===== config.mk =====
export PLATFORM = sky130hd
export DESIGN_NAME = seq_unsigned_divider
export DESIGN_NICKNAME = d
export VERILOG_FILES = /design/src/rtl/seq_unsigned_divider.sv
export SDC_FILE = /design/constraint.sdc
export NUM_CORES = 1
export LEC_CHECK = 0
export BUFFER_PORTS_ARGS = -buffer_cell sky130_fd_sc_hd__buf_2
export CAP_MARGIN = 5
export CORE_ASPECT_RATIO = 1.5
export CORE_UTILIZATION = 40
export CTS_CLUSTER_DIAMETER = 40
export DETAILED_ROUTE_END_ITERATION = 7
export GPL_TIMING_DRIVEN = 0
export PLACE_DENSITY = 0.61
export SYNTH_ARGS = -nofsm -noshare
export SYNTH_HDL_FRONTEND = slang
export SYNTH_SLANG_ARGS = --single-unit

===== constraint.sdc =====
create_clock -name clk -period 3.05 [get_ports clk]
set_input_delay 0.61 -clock clk [delete_from_list [all_inputs] [get_ports clk]]
set_output_delay 0.61 -clock clk [all_outputs]
set_load 0.02 [all_outputs]

===== src/rtl/seq_unsigned_divider.sv =====
// rtl/seq_unsigned_divider.sv - multi-cycle radix-2 restoring unsigned divider
//
// Computes quotient = dividend / divisor and remainder = dividend % divisor,
// one quotient bit per clock, with valid/ready handshakes on both sides.
// Results are registered and held until consumed, and stay held after hand-off.
//
// Optional feature macro: SEQ_DIV_FASTPATH_EN
//   When defined, dividend < divisor and divisor == 1 skip the iterative
//   path and complete in one cycle. Results are identical either way.
//
// Ports:
//   clk          system clock, rising edge
//   rst          synchronous active-high reset
//   in_valid     operands valid
//   in_ready     divider idle and able to accept operands
//   dividend     unsigned dividend, WIDTH bits
//   divisor      unsigned divisor, WIDTH bits
//   out_valid    quotient/remainder/div_by_zero valid
//   out_ready    consumer accepts the result
//   quotient     unsigned quotient, WIDTH bits (all ones on divide-by-zero)
//   remainder    unsigned remainder, WIDTH bits (dividend on divide-by-zero)
//   div_by_zero  result came from a zero divisor
//   busy         high whenever not idle

module seq_unsigned_divider #(
  parameter int WIDTH = 8,
  parameter int CNT_W = $clog2(WIDTH + 1)
) (
  input  logic             clk,
  input  logic             rst,
  input  logic             in_valid,
  output logic             in_ready,
  input  logic [WIDTH-1:0] dividend,
  input  logic [WIDTH-1:0] divisor,
  output logic             out_valid,
  input  logic             out_ready,
  output logic [WIDTH-1:0] quotient,
  output logic [WIDTH-1:0] remainder,
  output logic             div_by_zero,
  output logic             busy
);

  localparam logic [1:0] ST_IDLE = 2'd0;
  localparam logic [1:0] ST_CALC = 2'd1;
  localparam logic [1:0] ST_DONE = 2'd2;

  logic [1:0]       state_q;
  logic [WIDTH-1:0] a_q;      // dividend shifting out, quotient bits shifting in
  logic [WIDTH-1:0] b_q;      // latched divisor
  logic [WIDTH-1:0] r_q;      // partial remainder
  logic [CNT_W-1:0] cnt_q;
  logic [WIDTH-1:0] quot_q;
  logic [WIDTH-1:0] rem_q;
  logic             dbz_q;

  logic [WIDTH:0]   r_shift;
  logic [WIDTH+1:0] trial;
  logic             trial_neg;
  logic [WIDTH-1:0] r_next;
  logic [WIDTH-1:0] a_next;
  logic             fast_hit;

  // One restoring step. The shifted remainder can reach 2*B-1, so it needs
  // WIDTH+1 bits, and one more bit above that gives an unambiguous sign for
  // the trial subtraction even at dividend = all ones, divisor = 1.
  always_comb begin
    r_shift   = {r_q, a_q[WIDTH-1]};
    trial     = {1'b0, r_shift} - {2'b00, b_q};
    trial_neg = trial[WIDTH+1];
    r_next    = trial_neg ? r_shift[WIDTH-1:0] : trial[WIDTH-1:0];
    a_next    = {a_q[WIDTH-2:0], ~trial_neg};
  end

  always_comb begin
`ifdef SEQ_DIV_FASTPATH_EN
    fast_hit = (divisor != '0) && ((dividend < divisor) || (divisor == WIDTH'(1)));
`else
    fast_hit = 1'b0;
`endif
  end

  always_ff @(posedge clk) begin
    if (rst) begin
      state_q <= ST_IDLE;
      a_q     <= '0;
      b_q     <= '0;
      r_q     <= '0;
      cnt_q   <= '0;
      quot_q  <= '0;
      rem_q   <= '0;
      dbz_q   <= 1'b0;
    end else begin
      case (state_q)
        ST_IDLE: begin
          if (in_valid) begin
            a_q <= dividend;
            b_q <= divisor;
            r_q <= '0;
            if (divisor == '0) begin
              quot_q  <= '1;
              rem_q   <= dividend;
              dbz_q   <= 1'b1;
              state_q <= ST_DONE;
            end else if (fast_hit) begin
              // divisor == 1 with dividend == 0 also satisfies dividend < divisor;
              // both branches agree on 0/0 there.
              quot_q  <= (divisor == WIDTH'(1)) ? dividend : '0;
              rem_q   <= (divisor == WIDTH'(1)) ? '0 : dividend;
              dbz_q   <= 1'b0;
              state_q <= ST_DONE;
            end else begin
              cnt_q   <= CNT_W'(WIDTH);
              state_q <= ST_CALC;
            end
          end
        end
        ST_CALC: begin
          a_q   <= a_next;
          r_q   <= r_next;
          cnt_q <= cnt_q - CNT_W'(1);
          if (cnt_q == CNT_W'(1)) begin
            quot_q  <= a_next;
            rem_q   <= r_next;
            dbz_q   <= 1'b0;
            state_q <= ST_DONE;
          end
        end
        ST_DONE: begin
          if (out_ready) begin
            state_q <= ST_IDLE;
          end
        end
        default: state_q <= ST_IDLE;
      endcase
    end
  end

  assign in_ready    = (state_q == ST_IDLE);
  assign out_valid   = (state_q == ST_DONE);
  assign busy        = (state_q != ST_IDLE);
  assign quotient    = quot_q;
  assign remainder   = rem_q;
  assign div_by_zero = dbz_q;

endmodule


==> flow_metrics.tcl <==
set metrics [dict create \
    holdPathEnd "b_q[5]" \
    synthSimpleGateAreaFrac_pct 19.9 \
    die_h_um 97.6 \
    end_kind "flip-flop" \
    via_per_inst 5.43 \
    synth.top_cells.by_area "dfxtp_1 39%, nand2_1 10%, ha_1 5.1%, a21oi_1 4.5%, nor2_1 4.5%" \
    core_sq_um 5830 \
    critical_path_class "flip-flop to flip-flop" \
    synth_nets 335 \
    min_period_ns 2.55 \
    filler_cell_count 585 \
    clockBufferDepth 2 \
    setup_tns_ns 0 \
    powerDensity_nw_per_um2 567 \
    numCtsBuffers 5 \
    synth.largest_area_cell "dfxtp_1" \
    cts_htree_levels 2 \
    grt_max_degree 14 \
    peakVddDrop_mv 0.270 \
    synthCells 304 \
    first_pass_iters 4 \
    drv_cap 0 \
    p_total_uw 1590 \
    final-setup-viol-count 0 \
    drive_above_1_share_pct 18.3 \
    num_rows 34 \
    critPathLaunchType "flip-flop" \
    worst_slew_pin_slew_ns 0.836 \
    ioPinCount 40 \
    portBuffers 38 \
    postCtsHoldBufs 0 \
    register_area_sq_um 941 \
    synth_top_family_by_area "compound AO/OA/AOI/OAI gates" \
    insertion_delay_ns 0.30 \
    drc_errors 0 \
    reg2reg_to "remainder[4]" \
    ys_seq_area_share_pct 38.6 \
    synth_edf_count 0 \
    synth.avg_cell_area_sq_um 8.01 \
    cts.sinks 47 \
    die_area_sq_um 6410 \
    ys.flop_type "dfxtp_1" \
    synth-compound-area-share_pct 25.0 \
    fmax_ghz 0.392 \
    grt_setup_unrepaired "no" \
    r2r_cells 8 \
    grtUsageTotal_pct 21.6 \
    grt_pass1_wl_um 10700 \
    dr.first_iter.drc_count 98 \
    post_cts_buffers 0 \
    synthAdderAreaFrac_pct 5.96 \
    drv_slew 0 \
    post_cts_resized 0 \
    place_congestion 0.813 \
    timing.final.ws_setup_ns 0.499 \
    synthToLayoutAreaGrowth_pct 15.1 \
    hold_depth 2 \
    synthArstFlopShare_pct 0 \
    dp_hpwl_um 5000 \
    status "complete, no violations" \
    multi_input_area_sq_um 1370 \
    rr_startpoint "b_q[1]" \
    root_buffer "clkbuf_8" \
    cp.required_ns 3.27 \
    ant_nets 0 \
    netlist.area_leader.share_pct 38.6 \
    finalCritPeriodShare_pct 83.6 \
    vias 2284 \
    finalNetCount 380 \
    die_w_um 65.7 \
    yosys.cell_types.count 41 \
    slew_headroom_pct 43.8 \
    synth-xor-area-share_pct 1.80 \
    syn_area_sq_um 2430 \
    ys_warn_count 0 \
    hold_viol 0 \
    critPathMaxFanout 9 \
    cp.arrival_ns 2.77 \
    wl_per_cell_um 15.4 \
    synthMuxAreaShare_pct 3.49 \
    routed_wl_um 6470 \
    p_leak_uw 0.00114 \
    ys_ff_latch 47 \
    cts_tree "built" \
    clkTransAtPathRegs_ns 0.09 \
    start_util_pct 41.8 \
    hp-class "flip-flop to flip-flop" \
    preCtsSetupSlack_ns 0.485 \
    timing.reg2reg.setup_slack_ns 0.50 \
    antenna_cells 0 \
    post-route-util_pct 48.1 \
    grt_antenna_before_repair 0 \
    grt_pass1_vias 2257 \
    finClkSkew_ns 0.00602 \
    min-delay-start "b_q[5]" \
    grt-ovfl-total 0 \
]
[sequential cells by signal (all words and copies together) (netlist names)]
signal / flops
quotient: 8
remainder: 8
cnt_q: 4
div_by_zero: 1
state_q: 2
b_q: 8
a_q: 8
r_q: 8
[report_power, final]
part | leakage [uW] | internal (uW) | switching (uW)
Clock | 0.0000470 | 178 | 209
Combinational | 0.000707 | 194 | 294
Sequential | 0.000385 | 671 | 41.4
Total | 0.00114 | 1040 | 545
[logic make-up after synthesis]
kind of cell | count (synthesis)
compound gates | 87
xor+xnor | 5
fa+ha+maj | 11
buf+inv | 32
flops | 47
mux | 7
simple gates | 115
[cell type report]
class	instances	share of cell area (%)
multi-input combinational	225	48.8
sequential	47	33.6
timing repair buffer	38	6.79
tap	72	3.21
clock buffer	6	2.95
buffer	17	2.50
inverter	15	2.01
clock inverter	1	0.179
[per-layer routing]
metal	global-route usage [%]	part of all wire, %	up-vias
li1	-	-	1154
met4	7.36	1.6	0
met2	39.8	53	45
met5	0	0	-
met3	3.17	3.4	10
met1	24.1	42	1075
[placed cells by master, fill, tap and decap left out, drive strengths merged, types with 2 or more instances in the layout]
cell / instances
buf: 41
a21o: 2
ha: 10
and3: 2
mux2: 3
nor2b: 3
o21ai: 21
clkbuf: 20
o31a: 2
dfxtp: 47
nand2: 67
xor2: 2
a31oi: 3
mux2i: 4
nand2b: 2
inv: 15
o22ai: 3
a211o: 2
a211oi: 2
nor4: 4
xnor2: 3
a21oi: 22
o221a: 7
o211ai: 9
a311oi: 9
or2: 3
nor2: 30
[worst max-delay path by stage]
stage,start,to,slack (ns),cells past startpoint
2_1_floorplan,b_q[1],remainder[4],0.75,8
3_3_place_gp,b_q[1],remainder[4],0.53,8
3_5_place_dp,divisor[0],remainder[7],0.48,7
4_1_cts,b_q[1],remainder[4],0.51,8
5_1_grt,b_q[1],remainder[4],0.37,8
6_report,b_q[1],remainder[4],0.50,8
[worst max-delay path, cell delays in order (launching register included)]
cell,delay [ns]
dfxtp_1,0.34
inv_1,0.08
ha_1,0.28
nor2b_1,0.14
o31a_1,0.28
o31a_1,0.31
a41oi_4,0.50
mux2_4,0.37
a311oi_2,0.18
[Yosys cell counts (all sizes together) (3+ instances only)]
master,instances
or2,3
nor2b,3
xnor2,3
o21ai,21
mux2i,4
inv,15
nand2,67
buf,3
nor4,4
dfxtp,47
a31oi,3
mux2,3
nor2,30
o211ai,9
clkbuf,14
o221a,7
ha,10
a311oi,9
a21oi,22
o22ai,3
[metrics by stage]
step           cell area [sq um]  std cells  hold slack (ns)
2_1_floorplan               2430        304            0.436
3_3_place_gp                2720        414            0.444
3_5_place_dp                2720        414            0.449
4_1_cts                     2800        421            0.461
5_1_grt                     2800        421            0.498
6_report                    2800        421            0.456
No activity file was read; power rests on OpenSTA's default activity.
